### src/rtl/hmc_host_link_seq_if.sv
// HMC host sideband pins: device reset, boot-clock select and power-state handshake.
// The host drives P_RST_N, REFCLK_BOOT and RXPS; the device drives TXPS and FERR_N.
interface hmc_host_link_seq_if;
    logic       P_RST_N;
    logic [1:0] REFCLK_BOOT;
    logic       RXPS;
    logic       TXPS;
    logic       FERR_N;

    modport master (
        output P_RST_N,
        output REFCLK_BOOT,
        output RXPS,
        input  TXPS,
        input  FERR_N
    );

    modport slave (
        input  P_RST_N,
        input  REFCLK_BOOT,
        input  RXPS,
        output TXPS,
        output FERR_N
    );
endinterface

### src/rtl/hmc_host_link_seq.sv
// Host-side HMC link bring-up and power-state sequencer.
// Holds the device in reset, releases it, waits for the TXPS handshake,
// manages sleep/wake through RXPS/TXPS, and traps timeouts and FERR_N faults.
module hmc_host_link_seq #(
    parameter int RST_HOLD_CYCLES = 16,
    parameter int PS_TIMEOUT      = 255
) (
    input  logic                       clk,
    input  logic                       res_n,
    input  logic [1:0]                 cfg_refclk_boot,
    input  logic                       start,
    input  logic                       sleep_req,
    input  logic                       wake_req,
    input  logic                       err_clr,
    hmc_host_link_seq_if.master        dev_if,
    output logic                       link_up,
    output logic                       sleeping,
    output logic                       fatal_err,
    output logic                       timeout_err,
    output logic [2:0]                 state
);

    typedef enum logic [2:0] {
        ST_IDLE        = 3'd0,
        ST_RST_HOLD    = 3'd1,
        ST_WAIT_TXPS   = 3'd2,
        ST_ACTIVE      = 3'd3,
        ST_SLEEP_ENTRY = 3'd4,
        ST_SLEEP       = 3'd5,
        ST_WAKE        = 3'd6,
        ST_ERROR       = 3'd7
    } state_e;

    // Last counter value of each timed state; the state lasts (value + 1) cycles.
    localparam logic [7:0] LP_HOLD_LAST = 8'(RST_HOLD_CYCLES - 1);
    localparam logic [7:0] LP_PS_LAST   = 8'(PS_TIMEOUT - 1);

    state_e      r_state;
    logic [7:0]  r_cnt;
    logic        r_txps_meta;
    logic        r_txps_sync;
    logic        r_ferr_n_meta;
    logic        r_ferr_n_sync;
    logic        r_p_rst_n;
    logic [1:0]  r_refclk_boot;
    logic        r_rxps;
    logic        r_link_up;
    logic        r_sleeping;
    logic        r_fatal_err;
    logic        r_timeout_err;

    state_e      w_state_nxt;
    logic        w_set_fatal;
    logic        w_set_timeout;
    logic        w_clr_err;
    logic        w_latch_boot;
    logic        w_link_phase;
    logic        w_hold_done;
    logic        w_ps_expired;

    // Two-flop synchronizers for the device's asynchronous status pins.
    // FERR_N idles high so a reset never looks like a device fault.
    // NOTE: sequential state uses non-blocking assignments so every flop samples pre-edge values.
    always_ff @(posedge clk or negedge res_n) begin
        if (!res_n) begin
            r_txps_meta   <= 1'b0;
            r_txps_sync   <= 1'b0;
            r_ferr_n_meta <= 1'b1;
            r_ferr_n_sync <= 1'b1;
        end else begin
            r_txps_meta   <= dev_if.TXPS;
            r_txps_sync   <= r_txps_meta;
            r_ferr_n_meta <= dev_if.FERR_N;
            r_ferr_n_sync <= r_ferr_n_meta;
        end
    end

    assign w_link_phase = (r_state inside {ST_WAIT_TXPS, ST_ACTIVE, ST_SLEEP_ENTRY,
                                           ST_SLEEP, ST_WAKE});
    assign w_hold_done  = (r_cnt >= LP_HOLD_LAST);
    assign w_ps_expired = (r_cnt >= LP_PS_LAST);

    // Next-state decision; a device fault during the link phases overrides everything.
    always_comb begin
        // NOTE: every output of this block gets a default first, so no path infers a latch.
        w_state_nxt   = r_state;
        w_set_fatal   = 1'b0;
        w_set_timeout = 1'b0;
        w_clr_err     = 1'b0;
        w_latch_boot  = 1'b0;

        case (r_state)
            ST_IDLE: begin
                if (start) begin
                    w_state_nxt  = ST_RST_HOLD;
                    w_latch_boot = 1'b1;
                end
            end
            ST_RST_HOLD: begin
                if (w_hold_done) w_state_nxt = ST_WAIT_TXPS;
            end
            ST_WAIT_TXPS: begin
                if (r_txps_sync) begin
                    w_state_nxt = ST_ACTIVE;
                end else if (w_ps_expired) begin
                    w_state_nxt   = ST_ERROR;
                    w_set_timeout = 1'b1;
                end
            end
            ST_ACTIVE: begin
                if (sleep_req) w_state_nxt = ST_SLEEP_ENTRY;
            end
            ST_SLEEP_ENTRY: begin
                if (!r_txps_sync) begin
                    w_state_nxt = ST_SLEEP;
                end else if (w_ps_expired) begin
                    w_state_nxt   = ST_ERROR;
                    w_set_timeout = 1'b1;
                end
            end
            ST_SLEEP: begin
                // wake_req wins over a concurrent sleep_req; sleep_req has no effect here.
                if (wake_req) w_state_nxt = ST_WAKE;
            end
            ST_WAKE: begin
                if (r_txps_sync) begin
                    w_state_nxt = ST_ACTIVE;
                end else if (w_ps_expired) begin
                    w_state_nxt   = ST_ERROR;
                    w_set_timeout = 1'b1;
                end
            end
            ST_ERROR: begin
                // A still-active fault beats the clear request.
                if (!r_ferr_n_sync) begin
                    w_set_fatal = 1'b1;
                end else if (err_clr) begin
                    w_clr_err   = 1'b1;
                    w_state_nxt = ST_IDLE;
                end
            end
            default: w_state_nxt = ST_IDLE;
        endcase

        if (w_link_phase && !r_ferr_n_sync) begin
            w_state_nxt   = ST_ERROR;
            w_set_fatal   = 1'b1;
            w_set_timeout = 1'b0;
        end
    end

    // FSM state, saturating per-state counter, sticky errors and pin outputs.
    // Outputs decode the next state so pins change on the same edge as the state.
    always_ff @(posedge clk or negedge res_n) begin
        if (!res_n) begin
            r_state       <= ST_IDLE;
            r_cnt         <= 8'd0;
            r_p_rst_n     <= 1'b0;
            r_refclk_boot <= 2'b00;
            r_rxps        <= 1'b1;
            r_link_up     <= 1'b0;
            r_sleeping    <= 1'b0;
            r_fatal_err   <= 1'b0;
            r_timeout_err <= 1'b0;
        end else begin
            r_state <= w_state_nxt;

            if (w_state_nxt != r_state) begin
                r_cnt <= 8'd0;
            end else if (r_cnt != 8'hFF) begin
                r_cnt <= r_cnt + 8'd1;
            end

            if (w_latch_boot) r_refclk_boot <= cfg_refclk_boot;

            if (w_clr_err) begin
                r_fatal_err   <= 1'b0;
                r_timeout_err <= 1'b0;
            end else begin
                if (w_set_fatal)   r_fatal_err   <= 1'b1;
                if (w_set_timeout) r_timeout_err <= 1'b1;
            end

            r_p_rst_n  <= (w_state_nxt inside {ST_WAIT_TXPS, ST_ACTIVE, ST_SLEEP_ENTRY,
                                               ST_SLEEP, ST_WAKE});
            r_rxps     <= !(w_state_nxt inside {ST_SLEEP_ENTRY, ST_SLEEP});
            r_link_up  <= (w_state_nxt == ST_ACTIVE);
            r_sleeping <= (w_state_nxt == ST_SLEEP);
        end
    end

    assign dev_if.P_RST_N     = r_p_rst_n;
    assign dev_if.REFCLK_BOOT = r_refclk_boot;
    assign dev_if.RXPS        = r_rxps;
    assign link_up            = r_link_up;
    assign sleeping           = r_sleeping;
    assign fatal_err          = r_fatal_err;
    assign timeout_err        = r_timeout_err;
    assign state              = r_state;

endmodule

### src/flat_wrapper.sv
// flat-port wrapper written by rule: the top's interface ports become plain ports
module hmc_host_link_seq_flat 
#(
    parameter int RST_HOLD_CYCLES = 16,
    parameter int PS_TIMEOUT      = 255
)
  (clk, res_n, cfg_refclk_boot, start, sleep_req, wake_req, err_clr, link_up, sleeping, fatal_err, timeout_err, state, dev_if_P_RST_N, dev_if_REFCLK_BOOT, dev_if_RXPS, dev_if_TXPS, dev_if_FERR_N);
  hmc_host_link_seq_if dev_if_i ();
  input  logic clk;
  input  logic res_n;
  input  logic [1:0] cfg_refclk_boot;
  input  logic start;
  input  logic sleep_req;
  input  logic wake_req;
  input  logic err_clr;
  output logic link_up;
  output logic sleeping;
  output logic fatal_err;
  output logic timeout_err;
  output logic [2:0] state;
  output wire logic [$bits(dev_if_i.P_RST_N)-1:0] dev_if_P_RST_N;
  output wire logic [$bits(dev_if_i.REFCLK_BOOT)-1:0] dev_if_REFCLK_BOOT;
  output wire logic [$bits(dev_if_i.RXPS)-1:0] dev_if_RXPS;
  input wire logic [$bits(dev_if_i.TXPS)-1:0] dev_if_TXPS;
  input wire logic [$bits(dev_if_i.FERR_N)-1:0] dev_if_FERR_N;
  assign dev_if_P_RST_N = dev_if_i.P_RST_N;
  assign dev_if_REFCLK_BOOT = dev_if_i.REFCLK_BOOT;
  assign dev_if_RXPS = dev_if_i.RXPS;
  assign dev_if_i.TXPS = dev_if_TXPS;
  assign dev_if_i.FERR_N = dev_if_FERR_N;
  hmc_host_link_seq #(.RST_HOLD_CYCLES(RST_HOLD_CYCLES), .PS_TIMEOUT(PS_TIMEOUT)) u_core (.clk(clk), .res_n(res_n), .cfg_refclk_boot(cfg_refclk_boot), .start(start), .sleep_req(sleep_req), .wake_req(wake_req), .err_clr(err_clr), .dev_if(dev_if_i), .link_up(link_up), .sleeping(sleeping), .fatal_err(fatal_err), .timeout_err(timeout_err), .state(state));
endmodule
### config.mk
export PLATFORM = sky130hd
export DESIGN_NAME = hmc_host_link_seq_flat
export DESIGN_NICKNAME = d
export VERILOG_FILES = /design/src/rtl/hmc_host_link_seq_if.sv /design/src/rtl/hmc_host_link_seq.sv /design/src/flat_wrapper.sv
export SDC_FILE = /design/constraint.sdc
export NUM_CORES = 1
export LEC_CHECK = 0
export ABC_AREA = 0
export ABC_CLOCK_PERIOD_IN_PS = 1750
export BUFFER_PORTS_ARGS = -buffer_cell sky130_fd_sc_hd__buf_2
export CAP_MARGIN = 10
export CORE_MARGIN = 1.5
export CORE_UTILIZATION = 49
export CTS_CLUSTER_SIZE = 8
export DETAILED_ROUTE_END_ITERATION = 8
export MAX_ROUTING_LAYER = met4
export PLACE_DENSITY = 0.71
export SETUP_SLACK_MARGIN = 0.3
export SLEW_MARGIN = 20
export SYNTH_ARGS = -nofsm -noshare
export SYNTH_HDL_FRONTEND = slang
export SYNTH_SLANG_ARGS = --single-unit
### constraint.sdc
create_clock -name clk -period 1.75 [get_ports clk]
set_input_delay 0.4375 -clock clk [delete_from_list [all_inputs] [get_ports clk]]
set_output_delay 0.4375 -clock clk [all_outputs]
set_load 0.03 [all_outputs]
Word level (Yosys, flattened, before mapping)
Cells that the tools add are included.

storage, ports and cells
  bits of input ports = 10
  bits in registers = 23

cells by class
  reductions and logical operators = 11
  equality and inequality tests = 14
  muxes and demuxes = 30
  $add $sub $neg = 1
  $lt $le $gt $ge = 2

operators by type and width
  kind                                                                                  number
  3-bit 2-to-1 mux                                                                      10
  3-bit equality test (second input constant)                                           7
  3-bit case mux with 7 select lines                                                    1
  1-bit 2-to-1 mux                                                                      16
  8-bit 2-to-1 mux                                                                      2
  3-bit by 2-bit equality test with 1-bit output (second input constant)                4
  5-bit nonzero test                                                                    2
  8-bit by 1-bit adder with 8-bit output (second input constant)                        1
  8-bit by 4-bit greater-or-equal comparator with 1-bit output (second input constant)  1
  8-bit greater-or-equal comparator (second input constant)                             1
  8-bit != test (second input constant)                                                 1
  2-bit nonzero test                                                                    4
  3-bit by 1-bit equality test with 1-bit output (second input constant)                1
  3-bit logical NOT                                                                     1
  3-bit != test                                                                         1
  1-bit logical NOT                                                                     2
  1-bit case mux with 2 select lines                                                    1
  2-bit OR reduction                                                                    1
  1-bit logical AND                                                                     1

Depth between registers and ports, before layout
  word-level depth = 8
  depth in mapped cells = 8

Worst setup path before layout
No wires, ideal clock.

  path type = register to register
  from = register u_core.r_state[1] (netlist: u_core.state[1])
  to = register u_core.r_cnt[1]
  arrival = 1.834 ns
  path slack = -0.195 ns
  cell stages (with the launch flop) = 8
  setup time = 0.111 ns
  cell sequence = dfrtp_1 > buf_4 > nand4b_1 > o21ai_1 > a2111o_1 > nand2_2 > o2111ai_4 > a2111oi_2

on the way
  cells in the longest elaborated chain, start to end = 6

ends and longest elaborated chain
  what                                                                     RTL line                                           RTL
  from (decl)                                                              hmc_host_link_seq.sv:38                            state_e r_state;
  from (signal assigned)                                                   hmc_host_link_seq.sv:166                           r_state <= w_state_nxt;
  3-bit equality test, or another cell as far along                        hmc_host_link_seq.sv:78, hmc_host_link_seq.sv:92
  2-bit OR reduction (no line), or another cell as far along               -
  3-bit case mux with 7 select lines or 1-bit logical AND (tied branches)  hmc_host_link_seq.sv:92, hmc_host_link_seq.sv:145
  3-bit 2-to-1 mux                                                         hmc_host_link_seq.sv:145                           if (w_link_phase && !r_ferr_n_sync) begin
  3-bit != test (*)                                                        hmc_host_link_seq.sv:168                           if (w_state_nxt != r_state) begin
  8-bit 2-to-1 mux or 2-bit nonzero test (tied branches)                   -
  to (signal assigned)                                                     hmc_host_link_seq.sv:171                           r_cnt <= r_cnt + 8'd1;
  to (decl)                                                                hmc_host_link_seq.sv:39                            logic [7:0] r_cnt;

Mark *: on every way between the ends. The rest lies on a longest branch, timed or not.
A chain may end at the register's enable or synchronous reset.

Worst setup path after layout
  from = register u_core.r_cnt[0]
  to = register u_core.r_p_rst_n (netlist: u_core.dev_if.P_RST_N)

on the way
  cells in the longest elaborated chain, start to end = 7

ends and longest elaborated chain
  what                                                                                   RTL line                                                                      RTL
  8-bit greater-or-equal comparator                                                      hmc_host_link_seq.sv:81                                                       assign w_ps_expired = (r_cnt >= LP_PS_LAST);
  3-bit 2-to-1 mux                                                                       hmc_host_link_seq.sv:105, hmc_host_link_seq.sv:116, hmc_host_link_seq.sv:128
  3-bit 2-to-1 mux, on equally long branches                                             hmc_host_link_seq.sv:126, hmc_host_link_seq.sv:114
  3-bit case mux with 7 select lines (*)                                                 hmc_host_link_seq.sv:92                                                       case (r_state)
  3-bit 2-to-1 mux (*)                                                                   hmc_host_link_seq.sv:145
  via u_core.w_state_nxt[1]                                                              hmc_host_link_seq.sv:52                                                       state_e w_state_nxt;
  3-bit by 2-bit equality test with 1-bit output or 3-bit equality test (tied branches)  hmc_host_link_seq.sv:184                                                      r_p_rst_n <= (w_state_nxt inside {ST_WAIT_TXPS, ST_ACTIVE, ST_SLEEP_ENTRY,
  5-bit nonzero test (*)                                                                 hmc_host_link_seq.sv:184
  to (signal assigned)                                                                   hmc_host_link_seq.sv:184
  to (decl)                                                                              hmc_host_link_seq.sv:44                                                       logic r_p_rst_n;

The timed path passes the listed nets; every way through them passes the cells marked *.

==> run summary <==
status -> finished, violations left
failing checks -> negative setup slack
#FFs+latches synth -> 23
P per Cell Area -> 1620 mW/mm^2
Worst-Margin Slew -> 0.491 ns
antenna violations before repair -> 0
Root Buffer Master -> clkbuf_4
GP Congestion -> 0.972
Post-DP Area -> 0.00156 mm^2
first-pass GRT wire length -> 4910 um
Initial Util -> 53.7%
die height -> 52.9 um
Slew Limit Headroom -> 67.3%
Area growth, synth to finish -> 46.3%
Clock Sinks -> 23
max_cap viols -> 0
Finish-stage setup viols -> 12
multiplexer share of the synthesized area -> 2.77%
mean area per synthesized cell -> 10.4 um^2
Hold WC Path Type -> input pin to asynchronous set/reset pin
post-route ant nets -> 0
XOR/XNOR Fraction of Synth Area -> 3.59%
RR Endpoint -> u_core.dev_if.P_RST_N
reg2reg path depth -> 7
Worst-Skew Late Latency -> 0.33 ns
Leak Pwr -> 0.784 nW
crit path from -> u_core.r_cnt[0]
largest cells by area after synthesis -> dfrtp_1, dfstp_2, nor2_1, nand3_1, nor3_1
Cells after Synth -> 117
worst-path maximum fanout -> 4
crit path capture type -> flip-flop
Final Instance Area -> 0.00179 mm^2
CTS tree -> done
Critical path destination -> u_core.dev_if.P_RST_N
mapped cell area -> 0.00122 mm^2
final worst slack -> -0.182 ns
clock-pin transition on the worst setup and hold timing paths -> 0.14 ns
synth unique cells -> 42
final wirelength -> 3190 um
max FFs per register -> 8
Final period util -> 110%
number of synthesized flops with an enable pin -> 0
# IOs -> 21
commonest non-fill, non-tap cell in the layout -> buf_4
maximum vdd drop -> 1.68 mV
number of port buffers -> 20
hold_buf cts -> 0
DR WL/cell -> 16.0 um
largest net degree at the start of global routing -> 24
register area -> 583 um^2
DRC viols -> 0
largest reg by FF count -> u_core.r_cnt
row count -> 17
Hold Vio Cnt, Final -> 0
final net count -> 185
compound-gate portion of the synthesized area -> 17.8%
Arr. time, crit path -> 2.16 ns
adder-cell share of the synthesized area -> 2.05%
post-layout minimum cycle time -> 1.93 ns
ys async rst share -> 100%
Startpoint Class -> flip-flop
clk_skew -> 0.00985 ns
DRT iter0 DRCs -> 23
H-tree depth -> 1
multi-input logic area -> 716 um^2
synthesized net count -> 129
WP data required -> 1.98 ns
largest family of logic cells by synthesized area -> simple AND/OR/NAND/NOR gates
Main synth FF type -> dfrtp_1
Num CTS Buffers -> 3
GRT Util Overall -> 25.5%
f_max -> 0.518 GHz
Slew Viols, Final -> 0
Initial DRT Pass Iterations -> 4
R2R Setup Slk -> -0.18 ns
Final Total Pwr -> 2.89 mW
FILL cells -> 147
DR vias -> 1122
critical path class -> flip-flop to flip-flop
share of cells above drive strength 1 -> 54.1%
unrepaired setup endpoints after global routing -> true
post-synth top area share -> 41.0%
simple-gate portion of the synthesized area -> 23.0%
Yosys top cell by area -> dfrtp_1
total gr overflow -> 0
Seq/Total Area, Yosys -> 47.4%
Core ar. -> 0.00228 mm^2
die area -> 0.00280 mm^2
dpl hpwl -> 2150 um
Die X-Extent -> 52.9 um
yosys warns -> 0
commonest cells after routing, fill and taps aside -> buf_4, dfrtp_1, buf_2
vias per cell -> 5.61
Antenna Cells -> 0
vias in the first global route -> 1096
reg2reg start -> u_core.r_cnt[0]
Clock Tree Buf Depth -> 2
==> cells by family after synthesis <==
kind of cell,count (synthesis)
adders and majority gates,2
DFF,23
buffers and inverters,7
and+or+nand+nor,50
AOI/OAI and AO/OA,27
muxes,3
xor gates and xnor gates,5
==> power by group <==
group	leakage, nW	switching (mW)	internal, mW	total (mW)
Combinational	0.488	0.988	0.860	1.85
Clock	0.0139	0.172	0.0876	0.260
Sequential	0.282	0.119	0.662	0.781
==> layer usage <==
metal / wire length, um / vias to the layer above / share of wire [%] / track usage, %
met5: 0 / - / 0 / -
met4: 65 / 0 / 2.0 / 10.7
met3: 175 / 10 / 5.5 / 5.93
met2: 1550 / 37 / 49 / 39.6
met1: 1400 / 531 / 44 / 32.3
li1: - / 544 / - / -
==> critical path, cell delays in order, from the launching register on <==
cell	delay, ns
dfrtp_1	0.45
ha_2	0.23
nand3_1	0.11
nand3_1	0.09
a2111o_1	0.42
a21boi_4	0.17
buf_6	0.12
mux2_4	0.26
==> worst min-delay path by stage <==
| stage | from | endpoint | slack (ns) |
|---|---|---|---|
| floorplan | res_n | u_core.dev_if.P_RST_N | 0.14 |
| global placement | u_core.r_txps_meta | u_core.r_txps_sync | 0.34 |
| detailed placement | u_core.r_txps_meta | u_core.r_txps_sync | 0.35 |
| CTS | res_n | u_core.dev_if.P_RST_N | 0.07 |
| global route | res_n | u_core.dev_if.P_RST_N | 0.09 |
| finish | res_n | u_core.sleeping | 0.05 |
==> cells in the mapped netlist (all sizes together), types with 2 or more instances <==
library cell	count
nand2b	2
inv	3
ha	2
o211ai	2
dfstp	3
xnor2	3
a31oi	3
nor2b	2
nor2	10
o21ai	10
buf	4
nand2	6
a22oi	2
nand4	3
a21oi	2
nor3	7
xor2	2
dfrtp	20
and3	3
mux2	3
nand3	7
nor4	3
==> final cells by class <==
type | instances | area share [%]
Sequential cell | 23 | 32.6
Multi-Input combinational cell | 87 | 40.1
Tap cell | 28 | 1.96
Inverter | 3 | 0.630
Timing Repair Buffer | 55 | 23.0
Clock inverter | 1 | 0.420
Clock buffer | 3 | 1.26
==> metrics by stage <==
stage,TNS [ns],utilization [%],instances,hold slack [ns],setup WS (ns)
floorplan,-0.152,-,117,0.142,-0.0615
global placement,-0.684,68.4,189,0.344,-0.221
detailed placement,-1.57,68.4,189,0.346,-0.235
CTS,-0.976,75.2,197,0.0701,-0.182
global route,-2.88,78.5,200,0.0943,-0.304
finish,-1.45,78.5,200,0.0460,-0.182
==> what timing repair did <==
item	CTS	global route
pin swaps	9	2
endpoints found under the setup margin	22	22
gates resized for setup	26	11
setup buffers	4	3
endpoints found under the hold margin	0	0
No activity file was read; power rests on OpenSTA's default activity.
